File: src/rtl/rr_arbiter_4_pkg.sv
// Shared types and constants for the four-way round-robin arbiter.
// Imported by the picker and the arbiter top.
package rr_arbiter_4_pkg;

  localparam int N_REQ = 4;
  localparam int IDX_W = 2;

  typedef enum logic {
    IDLE = 1'b0,
    BUSY = 1'b1
  } state_e;

endpackage

File: src/rtl/rr_pick4.sv
// Combinational round-robin search: rotate by ptr, fixed-priority
// encode, then add ptr back to recover the absolute winner index.
module rr_pick4
  import rr_arbiter_4_pkg::*;
(
  input  logic [N_REQ-1:0] req,
  input  logic [IDX_W-1:0] ptr,
  output logic [IDX_W-1:0] idx,
  output logic             found
);

  logic [2*N_REQ-1:0] dbl;
  logic [N_REQ-1:0]   rot;
  logic [IDX_W-1:0]   enc;

  always_comb begin
    dbl = {req, req};
    rot = N_REQ'(dbl >> ptr);
    enc = '0;
    priority case (1'b1)
      rot[0]:  enc = 2'd0;
      rot[1]:  enc = 2'd1;
      rot[2]:  enc = 2'd2;
      rot[3]:  enc = 2'd3;
      default: enc = 2'd0;
    endcase
    found = |req;
    idx   = enc + ptr;
  end

endmodule

File: src/rtl/rr_arbiter_4.sv
// Four-requester round-robin arbiter with hold timeout.
// One idle cycle always separates consecutive grants.
module rr_arbiter_4
  import rr_arbiter_4_pkg::*;
#(
  parameter int MAX_HOLD = 8,
  parameter int CNT_W    = 4
) (
  input  logic             clk,
  input  logic             rst_n,
  input  logic [N_REQ-1:0] req,
  input  logic             done,
  output logic [N_REQ-1:0] gnt,
  output logic [IDX_W-1:0] gnt_idx,
  output logic             busy,
  output logic             timeout
);

  localparam bit TO_EN = (MAX_HOLD != 0);
  localparam logic [CNT_W-1:0] HOLD_LAST =
    TO_EN ? CNT_W'(MAX_HOLD - 1) : '0;

  state_e             state_q, state_d;
  logic [N_REQ-1:0]   gnt_q, gnt_d;
  logic [IDX_W-1:0]   idx_q, idx_d;
  logic [IDX_W-1:0]   ptr_q, ptr_d;
  logic [CNT_W-1:0]   cnt_q, cnt_d;
  logic               to_q, to_d;

  logic [IDX_W-1:0]   pick_idx;
  logic               pick_found;
  logic               own_req;
  logic               hit;

  rr_pick4 u_pick (
    .req   (req),
    .ptr   (ptr_q),
    .idx   (pick_idx),
    .found (pick_found)
  );

  always_comb begin
    state_d = state_q;
    gnt_d   = gnt_q;
    idx_d   = idx_q;
    ptr_d   = ptr_q;
    cnt_d   = cnt_q;
    to_d    = 1'b0;
    own_req = req[idx_q];
    hit     = TO_EN && (cnt_q == HOLD_LAST);
    unique case (state_q)
      IDLE: begin
        if (pick_found) begin
          state_d = BUSY;
          gnt_d   = N_REQ'(1) << pick_idx;
          idx_d   = pick_idx;
          cnt_d   = '0;
        end
      end
      BUSY: begin
        if (done || !own_req || hit) begin
          state_d = IDLE;
          gnt_d   = '0;
          ptr_d   = idx_q + IDX_W'(1);
          // flag only a release forced purely by the hold limit
          to_d    = hit && !done && own_req;
        end else if (cnt_q != '1) begin
          cnt_d = cnt_q + CNT_W'(1);
        end
      end
    endcase
  end

  always_ff @(posedge clk or negedge rst_n) begin
    if (!rst_n) begin
      state_q <= IDLE;
      gnt_q   <= '0;
      idx_q   <= '0;
      ptr_q   <= '0;
      cnt_q   <= '0;
      to_q    <= 1'b0;
    end else begin
      state_q <= state_d;
      gnt_q   <= gnt_d;
      idx_q   <= idx_d;
      ptr_q   <= ptr_d;
      cnt_q   <= cnt_d;
      to_q    <= to_d;
    end
  end

  assign gnt     = gnt_q;
  assign gnt_idx = idx_q;
  assign busy    = (state_q == BUSY);
  assign timeout = to_q;

endmodule

File: config.mk
export PLATFORM = sky130hd
export DESIGN_NAME = rr_arbiter_4
export DESIGN_NICKNAME = d
export VERILOG_FILES = /design/src/rtl/rr_arbiter_4_pkg.sv /design/src/rtl/rr_pick4.sv /design/src/rtl/rr_arbiter_4.sv
export SDC_FILE = /design/constraint.sdc
export NUM_CORES = 1
export LEC_CHECK = 0
export CAP_MARGIN = 15
export CORE_ASPECT_RATIO = 0.9
export CORE_MARGIN = 3
export CORE_UTILIZATION = 34
export CTS_CLUSTER_DIAMETER = 200
export DETAILED_ROUTE_END_ITERATION = 6
export PLACE_DENSITY = 0.6
export SETUP_SLACK_MARGIN = 0.05
export SYNTH_ARGS = -nofsm -noshare
export SYNTH_HDL_FRONTEND = slang
export SYNTH_HIERARCHICAL = 1
export SYNTH_SLANG_ARGS = --single-unit
File: constraint.sdc
create_clock -name clk -period 3.2 [get_ports clk]
set_clock_uncertainty 0.15 [all_clocks]
set_input_delay 0.48 -clock clk [delete_from_list [all_inputs] [get_ports clk]]
set_output_delay 0.48 -clock clk [all_outputs]
set_load 0.005 [all_outputs]
# Word-level counts from Yosys, hierarchy flattened

Cells that the tools add are included.

Flip-flop bits (word level): 14
Bits in latches: 0
Bits in writable memories: 0
Bits in read-only memories: 0
Input bits: 7
Memories: 0

$add $sub $neg: 3
Multipliers: 0
Div/mod/pow operators: 0
$lt $le $gt $ge: 1
Eq/ne operators: 6
Shifts and indexed selects: 2
Mux-type cells: 18
Bitwise operators: 1
Reductions and logical operators: 11

Operator list:

| kind                                                        | number |
|---|---|
| 2-to-1 mux 4 bit                                            | 5 |
| one-hot mux 4 bit (2 select lines)                          | 2 |
| 2-to-1 mux 2 bit                                            | 4 |
| right shift 8 x 2 -> 4 bit                                  | 1 |
| AND reduction 2 bit                                         | 3 |
| 2-to-1 mux 1 bit                                            | 5 |
| adder 4 x 1 -> 4 bit (second input constant)                | 1 |
| equality test 4 x 3 -> 1 bit (second input constant)        | 1 |
| != test 2 x 1 -> 1 bit (second input constant)              | 2 |
| != test 2 bit (second input constant)                       | 2 |
| != test 4 bit (second input constant)                       | 1 |
| OR reduction 4 bit                                          | 1 |
| << shifter 1 x 2 -> 4 bit (first input constant)            | 1 |
| less-than comparator 2 x 3 -> 1 bit (second input constant) | 1 |
| AND reduction 3 bit                                         | 1 |
| adder 2 x 1 -> 2 bit (second input constant)                | 1 |
| adder 2 bit                                                 | 1 |
| binary-select mux 1 bit (select 2 bit)                      | 1 |
| logical AND 1 bit                                           | 2 |
| zero test 1 bit                                             | 2 |
| logical OR 1 bit                                            | 2 |
| one-hot mux 1 bit (2 select lines)                          | 1 |
| inverter 1 bit                                              | 1 |

# Logic depth before layout (Yosys ltp)

Depth after elaboration: 9
Mapped depth: 12

# By module

Netlist, hierarchy kept.

By module, submodules not included:

| module       | instances | cells each | area each (um^2) | seq. area each (um^2) |
|---|---|---|---|---|
| rr_arbiter_4 | 1         | 70         | 721.9            | 350.3 |
| rr_pick4     | 1         | 27         | 178.9            | 0.0 |

# Least setup slack after synthesis

OpenSTA, ideal clock, no wires.

Path type: register to register
Start: register ptr_q[0]
End: register gnt_q[2] (netlist: gnt[2])
Data arrival time: 1.856 ns
Data required time: 2.979 ns
Setup slack: 1.122 ns
Stages on the path, launching flop included: 12
Period minus slack after synthesis: 2.078 ns
Cells stage by stage: dfrtp_1 > buf_4 > nand2_1 > nor2_1 > o21ai_0 > o211ai_1 > ha_1 > xor2_1 > xnor2_1 > nor3b_1 > a21oi_1 > nor2_1

Word-level cells in the longest chain between the ends: 9

Ends and longest elaborated chain:

| element                                | RTL line           | RTL |
|---|---|---|
| start, declared                        | rr_arbiter_4.sv:26 | `logic [IDX_W-1:0] ptr_q, ptr_d;` |
| start signal, assigned                 | rr_arbiter_4.sv:86 | `ptr_q <= ptr_d;` |
| right shift 8 x 2 -> 4 bit             | rr_pick4.sv:18     | `rot = N_REQ'(dbl >> ptr);` |
| 2-to-1 mux 2 bit (4 in series)         | rr_pick4.sv:20     | `priority case (1'b1)` |
| adder 2 bit (*)                        | rr_pick4.sv:28     | `idx = enc + ptr;` |
| named net pick_idx[1]                  | rr_arbiter_4.sv:30 | `logic [IDX_W-1:0] pick_idx;` |
| << shifter 1 x 2 -> 4 bit (*)          | rr_arbiter_4.sv:55 | `gnt_d = N_REQ'(1) << pick_idx;` |
| 2-to-1 mux 4 bit (*)                   | rr_arbiter_4.sv:53 | `if (pick_found) begin` |
| one-hot mux 4 bit (2 select lines) (*) | rr_arbiter_4.sv:51 | `unique case (state_q)` |
| end signal, assigned                   | rr_arbiter_4.sv:84 | `gnt_q <= gnt_d;` |
| end, declared                          | rr_arbiter_4.sv:24 | `logic [N_REQ-1:0] gnt_q, gnt_d;` |

Mark *: on every way through the listed nets, which the timed path passes. The rest lies on a longest branch. The select of a mux whose other input is x is not followed.
A chain may end at the register's enable or synchronous reset.

# Worst setup path in the final report

Start: input req[0]
End: register gnt_q[2] (netlist: gnt[2])

Word-level cells in the longest chain between the ends: 9

Ends and longest elaborated chain:

| element                                | RTL line           | RTL |
|---|---|---|
| start, declared                        | rr_arbiter_4.sv:11 | `input logic [N_REQ-1:0] req,` |
| right shift 8 x 2 -> 4 bit (*)         | rr_pick4.sv:18     |  |
| 2-to-1 mux 2 bit (3 in series)         | rr_pick4.sv:20     |  |
| 2-to-1 mux 2 bit (*)                   | rr_pick4.sv:20     |  |
| adder 2 bit (*)                        | rr_pick4.sv:28     |  |
| named net pick_idx[1]                  | rr_arbiter_4.sv:30 |  |
| << shifter 1 x 2 -> 4 bit (*)          | rr_arbiter_4.sv:55 |  |
| 2-to-1 mux 4 bit (*)                   | rr_arbiter_4.sv:53 |  |
| one-hot mux 4 bit (2 select lines) (*) | rr_arbiter_4.sv:51 |  |

Marks and branches as above.

==> impl_results.html <==
<table>
<tr><th>Metric</th><th>Value</th></tr>
<tr><th colspan="2">Status</th></tr>
<tr><td>Outcome</td><td>completed</td></tr>
<tr><th colspan="2">Clock tree</th></tr>
<tr><td>Post-CTS setup buffer count</td><td>0</td></tr>
<tr><td>Clock net sink count</td><td>14</td></tr>
<tr><td>H-tree depth</td><td>1</td></tr>
<tr><td>Cts repair resizes</td><td>0</td></tr>
<tr><td>Cell at the root of the clock tree</td><td>clkbuf_4</td></tr>
<tr><td>Reg clk slew, reported paths</td><td>0.08 ns</td></tr>
<tr><td>Maximum root-to-sink buffer count</td><td>2</td></tr>
<tr><td>TritonCTS clock tree</td><td>built</td></tr>
<tr><td>Insertion delay to the later sink of the worst-skew pair</td><td>0.28 ns</td></tr>
<tr><td>CTS Buf Count</td><td>3</td></tr>
<tr><td>Post-CTS Hold Fix Bufs</td><td>0</td></tr>
<tr><th colspan="2">Global route</th></tr>
<tr><td>Number of antenna violations at the first check in global routing</td><td>0</td></tr>
<tr><td>Largest net degree at the start of global routing</td><td>15</td></tr>
<tr><td>Overall Global Routing Usage</td><td>0.1281</td></tr>
<tr><td>Vias in the first global route</td><td>665</td></tr>
<tr><td>Total global routing overflow</td><td>0</td></tr>
<tr><td>First-pass GRT wire length</td><td>3.077 mm</td></tr>
<tr><th colspan="2">Synthesis</th></tr>
<tr><td>Average instance area after synthesis</td><td>9.287 µm²</td></tr>
<tr><td>Most frequently used cell type in the post-synthesis netlist</td><td>dfrtp_1</td></tr>
<tr><td>Ys flop type</td><td>dfrtp_1</td></tr>
<tr><td>Portion of synthesized cell area occupied by the leading cell type</td><td>0.3889</td></tr>
<tr><td>EDFF count, synth</td><td>0</td></tr>
<tr><td>Synth Net Count</td><td>106</td></tr>
<tr><td>Post-synthesis cell count</td><td>97</td></tr>
<tr><td>Share of async-settable or async-resettable flops after synthesis</td><td>1.000</td></tr>
<tr><td>Synthesis Warnings</td><td>6</td></tr>
<tr><td>Ranking of synthesized cells by instance count</td><td>dfrtp_1, a21oi_1, nor2_1</td></tr>
<tr><td>Fraction of the yosys area taken by sequential cells</td><td>0.3889</td></tr>
<tr><td>Number of library cell types mapped by synthesis</td><td>32</td></tr>
<tr><td>Count of state elements after synthesis</td><td>14</td></tr>
<tr><td>Cell type with the highest aggregate area in the netlist</td><td>dfrtp_1</td></tr>
<tr><td>Post-synthesis instance area</td><td>900.9 µm²</td></tr>
<tr><td>Most area-consuming cells after synthesis</td><td>dfrtp_1, a21oi_1, mux2i_1</td></tr>
<tr><th colspan="2">Routing</th></tr>
<tr><td>Vias post-DR</td><td>749</td></tr>
<tr><td>Vias/cell</td><td>5.350</td></tr>
<tr><td>Routed wire length</td><td>1.860 mm</td></tr>
<tr><td>Post-route DRC violation count</td><td>0</td></tr>
<tr><td>Post-detailed-route count of antenna-violating nets</td><td>0</td></tr>
<tr><td>Average wire per cell in the routed design</td><td>13.29 µm</td></tr>
<tr><td>Number of DRC markers in iteration 0</td><td>17</td></tr>
<tr><td>Drt pass-1 iters</td><td>4</td></tr>
<tr><th colspan="2">Power</th></tr>
<tr><td>Peak supply drop</td><td>0.4314 mV</td></tr>
<tr><td>Leakage power</td><td>0.0004596 µW</td></tr>
<tr><td>Cell area power density</td><td>841.3 nW/µm²</td></tr>
<tr><th colspan="2">Critical path</th></tr>
<tr><td>Worst reg2reg startpoint</td><td>ptr_q[0]$_DFFE_PN0P_</td></tr>
<tr><td>Peak per-stage delay on the critical path</td><td>0.54 ns</td></tr>
<tr><td>Crit-path cells</td><td>clkdlybuf4s50_1, nand2_1, nor2_1, o21ai_0, o211ai_1, ha_1, xor2_1, xnor2_1, nor3b_1, a21oi_1, nor2_1</td></tr>
<tr><td>Required time reported for the critical path endpoint</td><td>3.27 ns</td></tr>
<tr><td>Count of buffering cells on the critical path with inverters included</td><td>1</td></tr>
<tr><td>Sort of element at the end of the critical path</td><td>flip-flop</td></tr>
<tr><td>Worst setup path startpoint</td><td>req[0]</td></tr>
<tr><td>Category of the worst setup path launch point</td><td>input port</td></tr>
<tr><td>Family with the most delay on the worst path</td><td>simple AND/OR/NAND/NOR gates</td></tr>
<tr><td>Critical path type</td><td>input port to flip-flop</td></tr>
<tr><td>Dominant cell type by count on the critical path</td><td>nor2_1</td></tr>
<tr><td>Signal arrival time at the worst endpoint</td><td>2.63 ns</td></tr>
<tr><td>Maximum net fanout on the critical path</td><td>8</td></tr>
<tr><td>Critical-path cell with the highest stage delay</td><td>clkdlybuf4s50_1</td></tr>
<tr><th colspan="2">Floorplanning</th></tr>
<tr><td>Effective utilization at floorplan</td><td>0.3620</td></tr>
<tr><td>Die boundary width</td><td>60.26 µm</td></tr>
<tr><td>Core ar.</td><td>2489 µm²</td></tr>
<tr><td>Die height</td><td>54.83 µm</td></tr>
<tr><td>Number of top-level pins</td><td>15</td></tr>
<tr><td>Site Rows</td><td>17</td></tr>
<tr><td>Total die area</td><td>3304 µm²</td></tr>
<tr><th colspan="2">Cells and area</th></tr>
<tr><td>Final core utilization</td><td>0.4404</td></tr>
<tr><td>Count of filler cells inserted in the layout</td><td>259</td></tr>
<tr><td>Cell area after layout</td><td>1096 µm²</td></tr>
<tr><td>Synth-to-layout area growth</td><td>21.67%</td></tr>
<tr><td>Antenna Diode Count</td><td>0</td></tr>
<tr><td>Nets@finish</td><td>122</td></tr>
<tr><td>Layout cells sized above 1</td><td>0.1071</td></tr>
<tr><td>Filler-free cell count of the finished design</td><td>140</td></tr>
<tr><th colspan="2">STA</th></tr>
<tr><td>Highest achievable clock rate</td><td>390.8 MHz</td></tr>
<tr><td>Total negative slack for setup checks</td><td>0 ns</td></tr>
<tr><td>Clock period minus worst slack</td><td>2.559 ns</td></tr>
<tr><td>Unrepaired setup endpoints after global routing</td><td>no</td></tr>
<tr><td>Relative slew slack</td><td>0.5833</td></tr>
<tr><td>Number of slew-limit violations in the final report</td><td>0</td></tr>
<tr><td>Final cycle utilization of the critical path</td><td>0.7997</td></tr>
<tr><td>Final setup slack of the worst path</td><td>0.6411 ns</td></tr>
<tr><td>Final setup fails</td><td>0</td></tr>
<tr><td>Number of hold violations in the final report</td><td>0</td></tr>
<tr><td>Tightest Pin Transition</td><td>0.6230 ns</td></tr>
<tr><th colspan="2">Placement</th></tr>
<tr><td>Final HPWL from detailed placement</td><td>1.377 mm</td></tr>
<tr><td>Post-placement worst setup slack</td><td>0.3647 ns</td></tr>
<tr><td>Post-DP Area</td><td>1060 µm²</td></tr>
<tr><td>Port-buffer cells</td><td>14</td></tr>
<tr><td>Number of instances in the placed design</td><td>136</td></tr>
<tr><td>Routability Congestion</td><td>0.7311</td></tr>
<tr><th colspan="2">Min path</th></tr>
<tr><td>Start point of the worst min-delay path</td><td>gnt[3]$_DFFE_PN0P_</td></tr>
<tr><td>Classification of the worst-slack hold path</td><td>flip-flop to flip-flop</td></tr>
<tr><th colspan="2">Job</th></tr>
<tr><td>Reported max-cap violation count</td><td>0</td></tr>
</table>
[layout by cell type, fill, tap and decap left out, types with 2 or more instances in the layout]
master / instances
dfrtp_1: 14
clkdlybuf4s50_1: 14
nor2_1: 10
a21oi_1: 10
nand2_1: 8
mux2i_1: 5
nand2b_1: 4
inv_1: 4
nor3b_1: 4
nor3_1: 4
o21ai_0: 3
xor2_1: 3
nand3_1: 3
clkbuf_4: 3
mux2_2: 2
nand3b_1: 2
o211ai_1: 2
or3_1: 2
ha_1: 2
[state kept, by name, summed over array words and instances, names as in the netlist]
name,cells
busy,1
cnt_q,4
gnt,4
gnt_idx,2
ptr_q,2
timeout,1
[metal layers]
metal | vias up | GRT usage | routed length, µm
met5 | - | 0 | 0
met4 | 0 | 0.03321 | 0
met2 | 15 | 0.1888 | 807
met3 | 0 | 0.04953 | 116
met1 | 360 | 0.1743 | 936
li1 | 374 | - | -
[kinds of logic (layout without fill, tap and decap cells)]
group	count (synthesis)	after routing	share of synthesized area
compound gates	20	20	0.1611
xor+xnor	4	4	0.03890
fa+ha+maj	2	2	0.02777
buf+inv	7	22	0.03471
flops	14	14	0.3889
mux	9	9	0.1097
simple gates	41	41	0.2389
[path summary, 6_finish.rpt]
check                                     endpoint  slack [ns]  depth (start not counted)
worst max-delay path            gnt[2]$_DFFE_PN0P_        0.64                         11
worst min-delay path            gnt[3]$_DFFE_PN0P_        0.38                          2
worst max register to register  gnt[2]$_DFFE_PN0P_        0.86                         10
worst min register to register  gnt[3]$_DFFE_PN0P_        0.38                          2
max in group asynchronous       gnt[1]$_DFFE_PN0P_        2.07                          1
min in group asynchronous        timeout$_DFF_PN0_        0.43                          1
[power by group]
part	switching (µW)	total [µW]	internal (µW)
registers	94.6	328	233
clock network	58.2	127	69.3
logic	221	466	246
[area by class of cell]
type,count,area (µm²),share of cell area
multi-input cells,76,519.2,0.4737
flip-flops and latches,14,350.3,0.3196
repair buffers,14,140.1,0.1279
clock buffers,4,36.28,0.03311
well taps,28,35.03,0.03196
inverters,4,15.01,0.01370
[worst register-to-register path: stages (launching register included)]
cell      delay, ns
dfrtp_1        0.51
nand2_1        0.18
nor2_1         0.06
o21ai_0        0.17
o211ai_1       0.11
ha_1           0.20
xor2_1         0.15
xnor2_1        0.36
nor3b_1        0.23
a21oi_1        0.06
nor2_1         0.09
[stage by stage]
step	total power (µW)	hold WS (ns)
5_1_grt	1004	0.4134
3_3_place_gp	787.7	0.3562
6_report	922.1	0.3781
4_1_cts	933.3	0.3872
2_1_floorplan	667.0	0.03441
3_5_place_dp	798.9	0.3624
Note: power is estimated with default switching activity, not from simulation.
